## config.mk

```make
export PLATFORM = sky130hd
export DESIGN_NAME = maxpool_ch_sched_flat
export DESIGN_NICKNAME = d
export VERILOG_FILES = /design/src/rtl/maxpool_sched_pkg.sv /design/src/rtl/maxpool_ch_sched_if.sv /design/src/rtl/maxpool_sched_wdog.sv /design/src/rtl/maxpool_ch_sched.sv /design/src/flat_wrapper.sv
export SDC_FILE = /design/constraint.sdc
export NUM_CORES = 1
export LEC_CHECK = 0
export BUFFER_PORTS_ARGS = -buffer_cell sky130_fd_sc_hd__buf_2
export CORE_MARGIN = 2
export CORE_UTILIZATION = 45
export DETAILED_ROUTE_END_ITERATION = 16
export MAX_ROUTING_LAYER = met4
export PLACE_DENSITY_LB_ADDON = 0.15
export SLEW_MARGIN = 15
export SYNTH_ARGS = -nofsm -noshare
export SYNTH_HDL_FRONTEND = slang
export SYNTH_SLANG_ARGS = --single-unit
```

## constraint.sdc

```tcl
create_clock -name clk_en -period 6.1 [get_ports clk_en]
set_clock_uncertainty 0.2 [all_clocks]
set_input_delay 0.305 -clock clk_en [delete_from_list [all_inputs] [get_ports clk_en]]
set_output_delay 0.305 -clock clk_en [all_outputs]
set_load 0.1 [all_outputs]
```

## src/rtl/maxpool_sched_pkg.sv

```systemverilog
// Shared definitions for the max-pool channel scheduler: FSM state encoding,
// default geometry and the per-channel slice widths derived from it.
package maxpool_sched_pkg;

    localparam int DEF_CHANNELS = 4;
    localparam int DEF_DI_W     = 4;
    localparam int DEF_DI_H     = 4;
    localparam int DEF_DO_W     = 2;
    localparam int DEF_DO_H     = 2;
    localparam int DEF_BITWIDTH = 3;

    localparam int IN_SLICE  = DEF_DI_W * DEF_DI_H * DEF_BITWIDTH;
    localparam int OUT_SLICE = DEF_DO_W * DEF_DO_H * DEF_BITWIDTH;

    typedef enum logic [2:0] {
        ST_IDLE,
        ST_LOAD,
        ST_FIRE,
        ST_WAIT_CLR,
        ST_WAIT_FIN,
        ST_STORE,
        ST_DONE,
        ST_ERR
    } sched_state_t;

endpackage

```

## src/rtl/maxpool_ch_sched_if.sv

```systemverilog
// Handshake and data bus between the channel scheduler (master) and the
// shared pooling engine (slave).
interface maxpool_ch_sched_if
    import maxpool_sched_pkg::*;
#(
    parameter int IN_W  = IN_SLICE,
    parameter int OUT_W = OUT_SLICE
);
    logic             pool_work_en;
    logic [IN_W-1:0]  pool_data_o;
    logic [OUT_W-1:0] pool_data_i;
    logic             pool_work_fin;

    modport master (
        output pool_work_en,
        output pool_data_o,
        input  pool_data_i,
        input  pool_work_fin
    );

    modport slave (
        input  pool_work_en,
        input  pool_data_o,
        output pool_data_i,
        output pool_work_fin
    );
endinterface

```

## src/rtl/maxpool_sched_wdog.sv

```systemverilog
// Saturating watchdog counter; expired_o flags the cycle in which the count
// reaches TIMEOUT (and stays high while it is held there).
module maxpool_sched_wdog #(
    parameter int TIMEOUT = 255
) (
    input  logic clk_en,
    input  logic reset_n,
    input  logic clr_i,
    input  logic en_i,
    output logic expired_o
);
    localparam int CW = (TIMEOUT > 1) ? $clog2(TIMEOUT + 1) : 1;
    localparam logic [CW-1:0] LIM = CW'(TIMEOUT);

    logic [CW-1:0] count_q;
    logic [CW-1:0] count_d;

    always_comb begin
        count_d = count_q;
        if (clr_i)
            count_d = '0;
        else if (en_i && (count_q != LIM))
            count_d = count_q + CW'(1);
    end

    assign expired_o = en_i && !clr_i && (count_d == LIM);

    always_ff @(posedge clk_en) begin
        if (!reset_n)
            count_q <= '0;
        else
            count_q <= count_d;
    end
endmodule

```

## src/rtl/maxpool_ch_sched.sv

```systemverilog
// Runs each active channel of a feature map through one shared max-pool
// engine and gathers the pooled slices into a multi-channel output buffer.
module maxpool_ch_sched
    import maxpool_sched_pkg::*;
#(
    parameter int CHANNELS = DEF_CHANNELS,
    parameter int DI_W     = DEF_DI_W,
    parameter int DI_H     = DEF_DI_H,
    parameter int DO_W     = DEF_DO_W,
    parameter int DO_H     = DEF_DO_H,
    parameter int BITWIDTH = DEF_BITWIDTH,
    parameter int TIMEOUT  = 255,
    parameter int CFG_W    = $clog2(CHANNELS + 1),
    localparam int IN_W    = DI_W * DI_H * BITWIDTH,
    localparam int OUT_W   = DO_W * DO_H * BITWIDTH,
    localparam int IDX_W   = (CHANNELS > 1) ? $clog2(CHANNELS) : 1
) (
    input  logic                      clk_en,
    input  logic                      reset_n,
    input  logic                      start,
    input  logic [CFG_W-1:0]          cfg_ch_num,
    input  logic [CHANNELS*IN_W-1:0]  fmap_i,
    maxpool_ch_sched_if.master        eng,
    output logic [CHANNELS*OUT_W-1:0] fmap_o,
    output logic [IDX_W-1:0]          ch_idx,
    output logic                      busy,
    output logic                      done,
    output logic                      err_timeout
);
    sched_state_t              state_q;
    logic [CFG_W-1:0]          n_q;
    logic [IDX_W-1:0]          ch_idx_q;
    logic [IN_W-1:0]           data_q;
    logic [CHANNELS*OUT_W-1:0] fmap_q;
    logic                      work_en_q;
    logic                      busy_q;
    logic                      done_q;
    logic                      err_q;

    logic [CFG_W-1:0] n_clamp;
    logic             in_wait;
    logic             wd_expired;
    logic             last_ch;

    assign n_clamp = (cfg_ch_num > CFG_W'(CHANNELS)) ? CFG_W'(CHANNELS) : cfg_ch_num;
    assign in_wait = (state_q == ST_WAIT_CLR) || (state_q == ST_WAIT_FIN);
    assign last_ch = (CFG_W'(ch_idx_q) == (n_q - CFG_W'(1)));

    maxpool_sched_wdog #(
        .TIMEOUT (TIMEOUT)
    ) u_wdog (
        .clk_en    (clk_en),
        .reset_n   (reset_n),
        .clr_i     (state_q == ST_FIRE),
        .en_i      (in_wait),
        .expired_o (wd_expired)
    );

    always_ff @(posedge clk_en) begin
        if (!reset_n) begin
            state_q   <= ST_IDLE;
            n_q       <= '0;
            ch_idx_q  <= '0;
            data_q    <= '0;
            fmap_q    <= '0;
            work_en_q <= 1'b0;
            busy_q    <= 1'b0;
            done_q    <= 1'b0;
            err_q     <= 1'b0;
        end else begin
            work_en_q <= 1'b0;
            case (state_q)
                ST_IDLE: begin
                    if (start) begin
                        n_q      <= n_clamp;
                        fmap_q   <= '0;
                        done_q   <= 1'b0;
                        ch_idx_q <= '0;
                        busy_q   <= 1'b1;
                        state_q  <= (n_clamp == '0) ? ST_DONE : ST_LOAD;
                    end
                end
                ST_LOAD: begin
                    data_q    <= fmap_i[ch_idx_q*IN_W +: IN_W];
                    work_en_q <= 1'b1;
                    state_q   <= ST_FIRE;
                end
                ST_FIRE: begin
                    state_q <= ST_WAIT_CLR;
                end
                // A fin level left over from the previous channel must drop
                // before a rising fin can be trusted as this channel's result.
                ST_WAIT_CLR: begin
                    if (!eng.pool_work_fin) begin
                        state_q <= ST_WAIT_FIN;
                    end else if (wd_expired) begin
                        err_q   <= 1'b1;
                        busy_q  <= 1'b0;
                        state_q <= ST_ERR;
                    end
                end
                ST_WAIT_FIN: begin
                    if (eng.pool_work_fin) begin
                        state_q <= ST_STORE;
                    end else if (wd_expired) begin
                        err_q   <= 1'b1;
                        busy_q  <= 1'b0;
                        state_q <= ST_ERR;
                    end
                end
                ST_STORE: begin
                    fmap_q[ch_idx_q*OUT_W +: OUT_W] <= eng.pool_data_i;
                    if (last_ch) begin
                        state_q <= ST_DONE;
                    end else begin
                        ch_idx_q <= ch_idx_q + IDX_W'(1);
                        state_q  <= ST_LOAD;
                    end
                end
                ST_DONE: begin
                    done_q  <= 1'b1;
                    busy_q  <= 1'b0;
                    state_q <= ST_IDLE;
                end
                ST_ERR: begin
                    busy_q <= 1'b0;
                end
                default: begin
                    state_q <= ST_IDLE;
                end
            endcase
        end
    end

    assign eng.pool_work_en = work_en_q;
    assign eng.pool_data_o  = data_q;
    assign fmap_o           = fmap_q;
    assign ch_idx           = ch_idx_q;
    assign busy             = busy_q;
    assign done             = done_q;
    assign err_timeout      = err_q;
endmodule
```

## src/flat_wrapper.sv

```systemverilog
// flat-port wrapper written by rule: the top's interface ports become plain ports
module maxpool_ch_sched_flat import maxpool_sched_pkg::*;
#(
    parameter int CHANNELS = DEF_CHANNELS,
    parameter int DI_W     = DEF_DI_W,
    parameter int DI_H     = DEF_DI_H,
    parameter int DO_W     = DEF_DO_W,
    parameter int DO_H     = DEF_DO_H,
    parameter int BITWIDTH = DEF_BITWIDTH,
    parameter int TIMEOUT  = 255,
    parameter int CFG_W    = $clog2(CHANNELS + 1),
    localparam int IN_W    = DI_W * DI_H * BITWIDTH,
    localparam int OUT_W   = DO_W * DO_H * BITWIDTH,
    localparam int IDX_W   = (CHANNELS > 1) ? $clog2(CHANNELS) : 1
)
  (clk_en, reset_n, start, cfg_ch_num, fmap_i, fmap_o, ch_idx, busy, done, err_timeout, eng_pool_work_en, eng_pool_data_o, eng_pool_data_i, eng_pool_work_fin);
  maxpool_ch_sched_if eng_i ();
  input  logic clk_en;
  input  logic reset_n;
  input  logic start;
  input  logic [CFG_W-1:0] cfg_ch_num;
  input  logic [CHANNELS*IN_W-1:0] fmap_i;
  output logic [CHANNELS*OUT_W-1:0] fmap_o;
  output logic [IDX_W-1:0] ch_idx;
  output logic busy;
  output logic done;
  output logic err_timeout;
  output wire logic [$bits(eng_i.pool_work_en)-1:0] eng_pool_work_en;
  output wire logic [$bits(eng_i.pool_data_o)-1:0] eng_pool_data_o;
  input wire logic [$bits(eng_i.pool_data_i)-1:0] eng_pool_data_i;
  input wire logic [$bits(eng_i.pool_work_fin)-1:0] eng_pool_work_fin;
  assign eng_pool_work_en = eng_i.pool_work_en;
  assign eng_pool_data_o = eng_i.pool_data_o;
  assign eng_i.pool_data_i = eng_pool_data_i;
  assign eng_i.pool_work_fin = eng_pool_work_fin;
  maxpool_ch_sched #(.CHANNELS(CHANNELS), .DI_W(DI_W), .DI_H(DI_H), .DO_W(DO_W), .DO_H(DO_H), .BITWIDTH(BITWIDTH), .TIMEOUT(TIMEOUT), .CFG_W(CFG_W)) u_core (.clk_en(clk_en), .reset_n(reset_n), .start(start), .cfg_ch_num(cfg_ch_num), .fmap_i(fmap_i), .eng(eng_i), .fmap_o(fmap_o), .ch_idx(ch_idx), .busy(busy), .done(done), .err_timeout(err_timeout));
endmodule
```

; ---- Word-level counts from Yosys, hierarchy flattened
; Index checks and enable logic that the tools add are counted.
[totals]
ff_bits = 116
input_bits = 211
output_inout_bits = 102
elab_cells = 82
[op_classes]
n_addsub = 4
multipliers = 2
order_cmp = 1
n_eq_ne = 14
n_shift = 3
n_mux = 28
reduce_logical = 20
[op_table]
columns = op, n
row1 = $shiftx 192x9->48, 1
row2 = $pmux 48 s2, 1
row3 = $bwmux 48, 1
row4 = $mux 48, 1
row5 = $shift 12x34->48 const A, 1
row6 = $shiftx 12x34->48, 1
row7 = $neg 6->34, 1
row8 = $mux 3, 7
row9 = $pmux 3 s7, 1
row10 = $mux 8, 2
row11 = $eq 3x3->1 const B, 4
row12 = $mux 1, 9
row13 = $add 8x1->8 const B, 1
row14 = $eq 8x8->1 const B, 1
row15 = $mul 2x2->4 const B, 2
row16 = $ne 2x2->1 const B, 4
row17 = $ne 8x8->1 const B, 1
row18 = $reduce_and 2->1, 4
row19 = $reduce_bool 7->1, 1
row20 = $eq 3x2->1 const B, 2
row21 = $logic_not 3->1, 2
row22 = $reduce_and 3->1, 2
row23 = $reduce_bool 2->1, 3
row24 = $mux 2, 2
row25 = 14 further kinds, 17

; ---- Longest topological paths before layout
; Gate-level depths: netlist (run 1).
[depth]
word_depth = 10
ltp_mapped = 12
ltp_nobuf = 8

; ---- Modules after synthesis
; From an unflattened synthesis (run 1), not the netlist that was laid out.
[hier_totals]
hier_cells = 671
area_unflattened_um2 = 6449.9
[modules_own_cells]
columns = mod, n_inst, cells_each, area_each_um2, seq_area_each_um2
row1 = maxpool_ch_sched, 1, 608, 5939.4, 2162.1
row2 = maxpool_sched_wdog, 1, 63, 510.5, 160.2

; ---- Worst setup path after synthesis (run 1)
; Ideal clock, no wire load.
[synth_path]
path_type = reg2reg
startpoint = register u_core.ch_idx_q[0] (netlist: u_core.ch_idx[0])
endpoint = register u_core.fmap_q[15] (netlist: u_core.fmap_o[15])
setup_time_ns = 0.068
arrival_time_ns = 3.624
required_time_ns = 5.832
slack_ns = 2.208
stages_incl_launch_ff = 11
n_path_buf = 4
synth_period_minus_slack_ns = 3.892
cell_sequence = dfxtp_1 -> buf_1 -> clkbuf_1 -> inv_1 -> ha_1 -> clkbuf_1 -> buf_1 -> nand2_1 -> a311oi_1 -> a22oi_1 -> nor2_1
[synth_via]
elab_chain_len = 5
elab_cells_between_ends = 6
cone_classes = 1 x add/sub / 1 x mul / 2 x shift / 2 x mux
[synth_lines]
columns = item, line_no
row1 = from (decl), maxpool_ch_sched.sv:32  ; logic [IDX_W-1:0] ch_idx_q;
row2 = from (signal assigned), maxpool_ch_sched.sv:116  ; ch_idx_q <= ch_idx_q + IDX_W'(1);
row3 = $mul 2x2->4 *, maxpool_ch_sched.sv:112  ; fmap_q[ch_idx_q*OUT_W +: OUT_W] <= eng.pool_data_i;
row4 = $neg 6->34 *, maxpool_ch_sched.sv:112
row5 = $shiftx 12x34->48 / $shift 12x34->48 (equally long branches), maxpool_ch_sched.sv:112
row6 = $bwmux 48 *, maxpool_ch_sched.sv:112
row7 = $pmux 48 s2 *, maxpool_ch_sched.sv:72  ; case (state_q)
row8 = "to (signal, indexed assignment)", maxpool_ch_sched.sv:112
row9 = to (decl), maxpool_ch_sched.sv:34  ; logic [CHANNELS*OUT_W-1:0] fmap_q;
; Mark *: on every way between the ends. The rest lies on a longest branch, timed or not.
; A chain may end at the register's enable or synchronous reset.

; ---- Final worst setup path (run 1)
[layout_path]
startpoint = register u_core.ch_idx_q[0] (netlist: u_core.ch_idx[0])
endpoint = register u_core.fmap_q[24] (netlist: u_core.fmap_o[24])
; The elaborated chain is that of the path after synthesis.

==> results of run 1 <==
==> cell usage in the layout, fill, tap and decap left out, types with 2 or more instances in the layout <==
cell type,count
a211oi_1,3
a21oi_1,73
a22o_1,4
a22oi_1,46
a31o_2,4
a31oi_1,9
and3_1,11
buf_2,312
buf_4,3
bufinv_16,4
clkbuf_1,3
clkbuf_16,18
clkbuf_8,2
clkinv_2,2
dfxtp_1,114
diode_2,10
dlygate4sd3_1,4
ha_1,8
inv_1,8
mux2i_1,7
mux4_2,48
nand2_1,127
nand2b_1,2
nand3_1,7
nand3b_1,2
nor2_1,85
nor2b_1,7
nor3_1,7
o21ai_0,18
o22ai_1,3
or2_2,2
or3_1,3
xnor2_1,3
xor2_1,3
==> sequential cells by signal, summed over array words and instances, names as in the netlist <==
register and count:
u_core.busy 1, u_core.ch_idx 2, u_core.done 1, u_core.eng.pool_data_o 48
u_core.eng.pool_work_en 1, u_core.err_timeout 1, u_core.fmap_o 48, u_core.n_q 3
u_core.state_q 3, u_core.u_wdog.count_q 8
==> worst max-delay path by stage <==
stage                                     endpoint  cells after the start                          start  slack, ns
floorplan           u_core.fmap_o[15]$_SDFFE_PN0P_                     10  u_core.ch_idx[0]$_SDFFE_PN0P_       2.21
global placement    u_core.fmap_o[26]$_SDFFE_PN0P_                      7  u_core.ch_idx[0]$_SDFFE_PN0P_       2.41
detailed placement  u_core.fmap_o[24]$_SDFFE_PN0P_                      7  u_core.ch_idx[0]$_SDFFE_PN0P_       2.30
CTS                 u_core.fmap_o[24]$_SDFFE_PN0P_                      7  u_core.ch_idx[0]$_SDFFE_PN0P_       2.29
global route        u_core.fmap_o[26]$_SDFFE_PN0P_                      7  u_core.ch_idx[0]$_SDFFE_PN0P_       1.73
finish              u_core.fmap_o[24]$_SDFFE_PN0P_                      7  u_core.ch_idx[0]$_SDFFE_PN0P_       2.22
==> metrics by stage <==
| stage | cell area, µm² | cells | setup WS, ns | utilization, % |
|---|---|---|---|---|
| floorplan | 6180 | 693 | 2.21 | - |
| global placement | 7770 | 1130 | 2.41 | 58.2 |
| detailed placement | 7770 | 1130 | 2.30 | 58.2 |
| CTS | 8450 | 1165 | 2.29 | 63.3 |
| global route | 8470 | 1173 | 1.73 | 63.5 |
| finish | 8480 | 1175 | 2.22 | 63.5 |
==> area by class of cell <==
cell class              instances  area [µm²]
diodes                         10        25.0
clock buffers                  23         489
clock inverters                 8         146
fillers                      1204        4870
inverters                      10        37.5
multi-input cells             513        3610
flip-flops and latches        116        2330
well taps                     176         220
repair buffers                319        1620
==> power breakdown <==
| group | switching [mW] | internal (mW) |
|---|---|---|
| logic | 0.472 | 0.161 |
| registers | 0.0324 | 0.802 |
| clock network | 0.344 | 0.726 |
| total | 0.848 | 1.69 |
==> routing by layer <==
layer / track usage, % / vias to the layer above
met4: 12.0 / 0
met5: - / -
li1: - / 3089
met3: 9.73 / 35
met1: 35.6 / 3026
met2: 44.9 / 314
==> tightest hold or removal path, delay by kind of cell <==
family	cells	cell delay, ns
AOI/OAI and AO/OA	1	0.06
and+or+nand+nor	2	0.12
buffers and inverters	1	0.10
==> cell families (layout without fill, tap and decap cells) <==
kind of cell | after synthesis | count (layout) | synth area share [%]
AOI/OAI and AO/OA | 176 | 176 | 18.1
xor gates and xnor gates | 6 | 6 | 0.851
adders and majority gates | 8 | 8 | 1.62
buffers and inverters | 64 | 360 | 4.17
DFF | 116 | 116 | 37.6
muxes | 56 | 56 | 18.8
other | 0 | 10 | 0
and+or+nand+nor | 267 | 267 | 18.8
==> qor.csv, run 1 <==
metric,value,unit
status,finished clean,
full die area,14700,µm²
via count,6464,
met2 WL,10.2,mm
Congestion Overflow GR,0,
Reg2Reg Depth,7,
hold_buf cts,4,
root buffer cell,clkbuf_16,
post-synthesis sequential area ratio,37.6,%
Crit path max-delay family,adder cells,
ANT nets after route,0,
cells along the critical path,inv_1 > ha_1 > clkinv_1 > nor2_1 > and3_1 > o21ai_0 > a21oi_1,
wire length per cell,18.4,µm
vias per cell,5.50,
worst-path cell with the longest stage delay,ha_1,
Nets,1196,
Sink Count,116,
CP endpoint kind,flip-flop,
Avg Inst Size Synth,8.91,µm²
post-synth top area share,37.6,%
Synth-to-Final Area Change,37.2,%
drt total wl,21.6,mm
clk_lat worst skew,0.41,ns
fmax,0.258,GHz
DRC viols,0,
vias in the first global route,6042,
power per cell area,299,nW/µm²
Starting DRT DRC Count,438,
antenna violations before repair,8,
floorplan row count,42,
sum of negative setup slack,0,ns
die height,121,µm
Hold Crit Depth,4,
Detail Placement HPWL,16.1,mm
crit start category,flip-flop,
post-synthesis cell type count,60,
Mapped Nets,912,
GPL Wtd Cong,0.931,
Reg2Reg Setup Slack,2.22,ns
Pleak,3.66,nW
share of layout cells above drive strength 1,41.7,%
Pre-antenna DRT Iters,5,
Top Metal Used,met4,
Post-synth EDFFs,0,
post-synthesis cell area,6180,µm²
max_cap viols,0,
fin crit share,63.6,%
setup bufs post-CTS,0,
final setup fails,0,
CTS Buf Count,17,
ys async rst share,0,%
Syn. warnings,0,
"FF+latch count, synth",116,
Max IR drop VDD,0.182,mV
count of pins over their slew limit,0,
IO Port Bufs,312,
required time of the critical path,6.24,ns
Total Power,2.54,mW
hold wc startpoint,eng_pool_work_fin,
die width,121,µm
"Worst Path Class, Setup",reg2reg,
Worst-path clk slew,0.05,ns
worst hold-check path type,in2reg,
initial core utilization,46.3,%
CP arrival,4.02,ns
Synth Instances,693,
first-pass GRT wire length,32.0,mm
worst flop-to-flop path startpoint,u_core.ch_idx[0]$_SDFFE_PN0P_,
met1 WL,8.56,mm
largest cells by area after synthesis,"dfxtp_1, mux4_2, nand2_1",
Critical R2R Capture,u_core.fmap_o[24]$_SDFFE_PN0P_,
ys flop type,dfxtp_1,
post-synth top area cell,dfxtp_1,
CTS tree,built,
largest net degree at the start of global routing,64,
Max Root-Sink Buffers,2,
Post-synth top cells,"nand2_1, dfxtp_1, nor2_1",
most frequent cell after synthesis,nand2_1,
# IOs,313,
crit path max fanout,30,
largest stage delay on the critical path,0.96,ns
Core Box Area,13300,µm²
Slew HR,28.5,%
met3 WL post-DR,2.30,mm
"Gates resized, CTS repair",0,
Buf/Inv on CP,2,
minimum clock period,3.88,ns
Worst-Margin Slew,1.07,ns
gr usage total,29.3,%
Fin. Hold Viols,0,
RSZ-0062 raised after global routing,no,
hold path endpoint,u_core.state_q[1]$_SDFFE_PN0P_,
CTS H-Tree Depth,4,
worst hold slack,0.0286,ns
No activity file was read; power rests on OpenSTA's default activity.
==> run 2, diff against run 1 <==
==> constraint.sdc (replaced) <==
create_clock -name clk_en -period 3.6 [get_ports clk_en]
set_clock_uncertainty 0.2 [all_clocks]
set_input_delay 0.18 -clock clk_en [delete_from_list [all_inputs] [get_ports clk_en]]
set_output_delay 0.18 -clock clk_en [all_outputs]
set_load 0.1 [all_outputs]
==> run 2 against run 1 <==
  * Clock power increased by 62%
  * Via count increased by 0.97%
  * Utilization up 0.78 points
  * Die area stayed put
  * Sequential cell count is the same
  * Count of clock-buffer cells in the layout is 6 lower
  * Critical path type unchanged
  * Largest cell class unchanged
  * Highest routed layer unchanged
==> qor.csv, run 2 (synthesis results as in run 1) <==
metric,value,unit
minimum clock period,3.15,ns
sum of negative setup slack,0,ns
setup bufs post-CTS,0,
hold wc startpoint,eng_pool_data_i[2],
GPL Wtd Cong,0.881,
gr usage total,29.6,%
# IOs,313,
DRC viols,0,
CTS Buf Count,17,
ANT nets after route,0,
required time of the critical path,3.76,ns
Synth-to-Final Area Change,38.9,%
status,finished clean,
root buffer cell,clkbuf_16,
crit path max fanout,16,
Fin. Hold Viols,0,
"Gates resized, CTS repair",0,
IO Port Bufs,312,
register area,2330,µm²
die height,121,µm
Congestion Overflow GR,0,
hold_buf cts,11,
clk_lat worst skew,0.41,ns
antenna violations before repair,10,
"commonest non-fill, non-tap cells in the layout","buf_2, nand2_1, dfxtp_1",
count of pins over their slew limit,0,
Pre-antenna DRT Iters,5,
fmax,0.318,GHz
final setup fails,0,
floorplan row count,42,
Pleak,3.71,nW
CP endpoint kind,flip-flop,
fillers,1154,
vias per cell,5.48,
largest net degree at the start of global routing,70,
max_cap viols,0,
share of layout cells above drive strength 1,42.2,%
Detail Placement HPWL,15.9,mm
Total Power,4.24,mW
drt total wl,21.8,mm
RSZ-0062 raised after global routing,no,
Max IR drop VDD,0.340,mV
CP arrival,3.30,ns
wire length per cell,18.3,µm
die width,121,µm
crit start category,flip-flop,
"Worst Path Class, Setup",reg2reg,
Max Root-Sink Buffers,2,
vias in the first global route,5952,
Slew HR,29.3,%
cells along the critical path,and3b_1 > nor2_2 > nor3b_2 > mux2i_1 > or4_1 > o31ai_1 > dlygate4sd3_1,
Multi-input gate area,3610,µm²
via count,6527,
Sink Count,116,
worst hold-check path type,in2reg,
first-pass GRT wire length,32.3,mm
Starting DRT DRC Count,491,
power per cell area,494,nW/µm²
Nets,1211,
CTS tree,built,
Core Box Area,13300,µm²
CP startpoint,u_core.state_q[0]$_SDFFE_PN0P_,
fin crit share,87.4,%
"most common cell after layout, fill and taps aside",buf_2,
initial core utilization,46.3,%
Worst-Margin Slew,1.06,ns
Worst-path clk slew,0.06,ns
worst-path cell with the longest stage delay,dfxtp_1,
largest stage delay on the critical path,0.66,ns
full die area,14700,µm²
CTS H-Tree Depth,4,
worst flop-to-flop path startpoint,u_core.state_q[0]$_SDFFE_PN0P_,
run 2: cell type report:
class,instances,share of cell area [%]
Timing Repair Buffer,334,20.4
Antenna cell,10,0.292
Tap cell,176,2.57
Inverter,10,0.452
Clock buffer,17,4.96
Multi-Input combinational cell,513,42.0
Sequential cell,116,27.1
Clock inverter,15,2.13
run 2: stage by stage:
stage / setup slack (ns) / instance area [µm²] / hold WS, ns / utilization (%) / instances
2_1_floorplan: 0.0494 / 6180 / 0.0927 / - / 693
3_3_place_gp: 0.913 / 7840 / 0.240 / 58.7 / 1138
3_5_place_dp: 0.875 / 7840 / 0.243 / 58.7 / 1138
4_1_cts: 0.496 / 8550 / 0.0101 / 64.1 / 1181
5_1_grt: 0.305 / 8580 / 0.0341 / 64.3 / 1191
6_report: 0.455 / 8580 / 0.0333 / 64.3 / 1191
run 2: path summary, 6_finish.rpt:
check / to / slack [ns] / cells after the start
hold / removal: u_core.fmap_o[38]$_SDFFE_PN0P_ / 0.03 / 4
hold reg to reg: u_core.eng.pool_data_o[23]$_SDFFE_PN0P_ / 0.25 / 2
setup reg to reg: u_core.err_timeout$_SDFFE_PN0P_ / 0.45 / 7
setup / recovery: u_core.err_timeout$_SDFFE_PN0P_ / 0.45 / 7
run 2: critical path, delay by kind of cell (launching register included):
family	cells	cell delay (ns)
AND/OR/NAND/NOR	4	1.33
flip-flops	1	0.66
buffers and inverters	1	0.57
AO/OA/AOI/OAI	1	0.21
multiplexers	1	0.13
run 2: metal layers:
metal  GRT usage (%)  wire, µm  vias to the layer above
li1                -         -                     3124
met3            11.9      2320                       18
met1            36.3      8740                     3095
met4            6.90       240                        0
met5               -         0                        -
met2            46.2     10500                      290
run 2: where the power goes:
group / switching, mW / leakage (nW) / internal (mW)
logic: 0.813 / 2.48 / 0.286
clock network: 0.643 / 0.286 / 1.09
registers: 0.0496 / 0.941 / 1.36
total: 1.51 / 3.71 / 2.74
==> run 3, diff against run 2 <==
--- a/config.mk
+++ b/config.mk
@@ -6,9 +6,9 @@
 export NUM_CORES = 1
 export LEC_CHECK = 0
 export BUFFER_PORTS_ARGS = -buffer_cell sky130_fd_sc_hd__buf_2
-export CORE_MARGIN = 2
-export CORE_UTILIZATION = 45
+export CORE_AREA = 2 2 123 125
 export DETAILED_ROUTE_END_ITERATION = 16
+export DIE_AREA = 0 0 125 127
 export MAX_ROUTING_LAYER = met4
 export PLACE_DENSITY_LB_ADDON = 0.15
 export SLEW_MARGIN = 15
==> run 3 against run 2 <==
  * Count of clock-buffer cells in the layout did not move
  * Sequential share of layout area increased by 0.071 points
  * Cell count down 0.50%
  * Largest power group unchanged
==> qor.csv, run 3 (synthesis results as in run 1) <==
metric,value,unit
status,finished clean,
antenna violations before repair,3,
minimum clock period,2.74,ns
"worst slack, placed",0.877,ns
gr usage total,27.5,%
via count,6489,
GPL Wtd Cong,0.898,
Detail Placement HPWL,16.0,mm
worst hold-check path type,in2reg,
fillers,1325,
Seq pwr share,32.3,%
Core Box Area,14400,µm²
required time of the critical path,3.71,ns
first-pass GRT wire length,33.7,mm
crit start category,flip-flop,
Fin. Hold Viols,0,
Synth-to-Final Area Change,38.6,%
Worst-path clk slew,0.06,ns
share of layout cells above drive strength 1,42.1,%
CTS tree,built,
Congestion Overflow GR,0,
"commonest non-fill, non-tap cells in the layout","buf_2, nand2_1, dfxtp_1",
worst hold slack,0.0196,ns
ANT nets after route,0,
Sink Count,116,
root buffer cell,clkbuf_16,
# IOs,313,
hold wc startpoint,eng_pool_data_i[8],
Total Power,4.37,mW
count of pins over their slew limit,0,
final setup fails,0,
setup ws final,0.863,ns
Max IR drop VDD,0.445,mV
CTS Buf Count,17,
CP arrival,2.85,ns
dpl cell area,7820,µm²
CTS H-Tree Depth,4,
worst flop-to-flop path startpoint,u_core.state_q[1]$_SDFFE_PN0P_,
IO Port Bufs,312,
vias per cell,5.48,
Slew HR,20.8,%
Comb pwr share,24.9,%
Psw,1.50,mW
power per cell area,511,nW/µm²
post-route insts no fill,1185,
crit path max fanout,20,
die width,125,µm
sum of negative setup slack,0,ns
drt total wl,21.8,mm
fmax,0.365,GHz
"Worst Path Class, Setup",reg2reg,
max_cap viols,0,
DRC viols,0,
Layout Utilization,59.3,%
floorplan row count,44,
setup bufs post-CTS,0,
Sw Share,34.4,%
post-placement cell count,1142,
full die area,15900,µm²
initial core utilization,42.8,%
Nets,1204,
Pleak,3.70,nW
fin crit share,76.0,%
"most common cell after layout, fill and taps aside",buf_2,
clk_lat worst skew,0.41,ns
CP startpoint,u_core.state_q[1]$_SDFFE_PN0P_,
vias in the first global route,6138,
Clock power frac,42.9,%
Pre-antenna DRT Iters,5,
RSZ-0062 raised after global routing,no,
final instance area,8560,µm²
Worst-Margin Slew,1.19,ns
Max Root-Sink Buffers,2,
Starting DRT DRC Count,499,
largest net degree at the start of global routing,107,
CP endpoint kind,flip-flop,
wire length per cell,18.4,µm
Int Power,2.87,mW
die height,127,µm
-- run 3: timing repair --
item,CTS,global route
resized for setup,0,0
endpoints found under the setup margin,0,0
hold buffers,8,0
hold endpoints to repair,9,0
-- run 3: final timing paths --
path	endpoint	slack (ns)	cells after the start
setup / recovery	u_core.busy$_SDFFE_PN0P_	0.86	6
hold / removal	u_core.fmap_o[36]$_SDFFE_PN0P_	0.02	4
setup reg to reg	u_core.busy$_SDFFE_PN0P_	0.86	6
hold reg to reg	u_core.eng.pool_data_o[16]$_SDFFE_PN0P_	0.25	2
-- run 3: power by group through the flow --
stage | Combinational [mW] | Sequential (mW) | Clock (mW)
floorplan | 0.342 | 1.89 | 0
global placement | 1.07 | 1.44 | 0
detailed placement | 1.08 | 1.44 | 0
CTS | 1.09 | 1.41 | 1.90
global route | 1.15 | 1.42 | 1.96
finish | 1.09 | 1.41 | 1.87
-- run 3: layout make-up --
| cell class | count | area [µm²] | share of cell area [%] |
|---|---|---|---|
| Multi-Input combinational cell | 513 | 3610 | 42.1 |
| Sequential cell | 116 | 2330 | 27.2 |
| Timing Repair Buffer | 327 | 1690 | 19.8 |
| Clock buffer | 17 | 425 | 4.97 |
| Tap cell | 184 | 230 | 2.69 |
| Clock inverter | 15 | 228 | 2.66 |
| Inverter | 10 | 38.8 | 0.453 |
| Antenna cell | 3 | 7.51 | 0.0877 |
-- run 3: routing by layer --
metal / GRT usage (%) / wire [µm] / up-vias
met5: - / 0 / -
met2: 43.7 / 10600 / 299
li1: - / - / 3100
met4: 6.80 / 363 / 0
met1: 35.6 / 9170 / 3059
met3: 6.70 / 1620 / 31
-- run 3: critical path, stage by stage, from the launching register on --
cell      delay [ns]
dfxtp_1         0.76
and3b_1         0.42
o221ai_1        0.21
o22ai_2         0.17
o21ai_1         0.09
or4_4           0.55
o211a_1         0.23
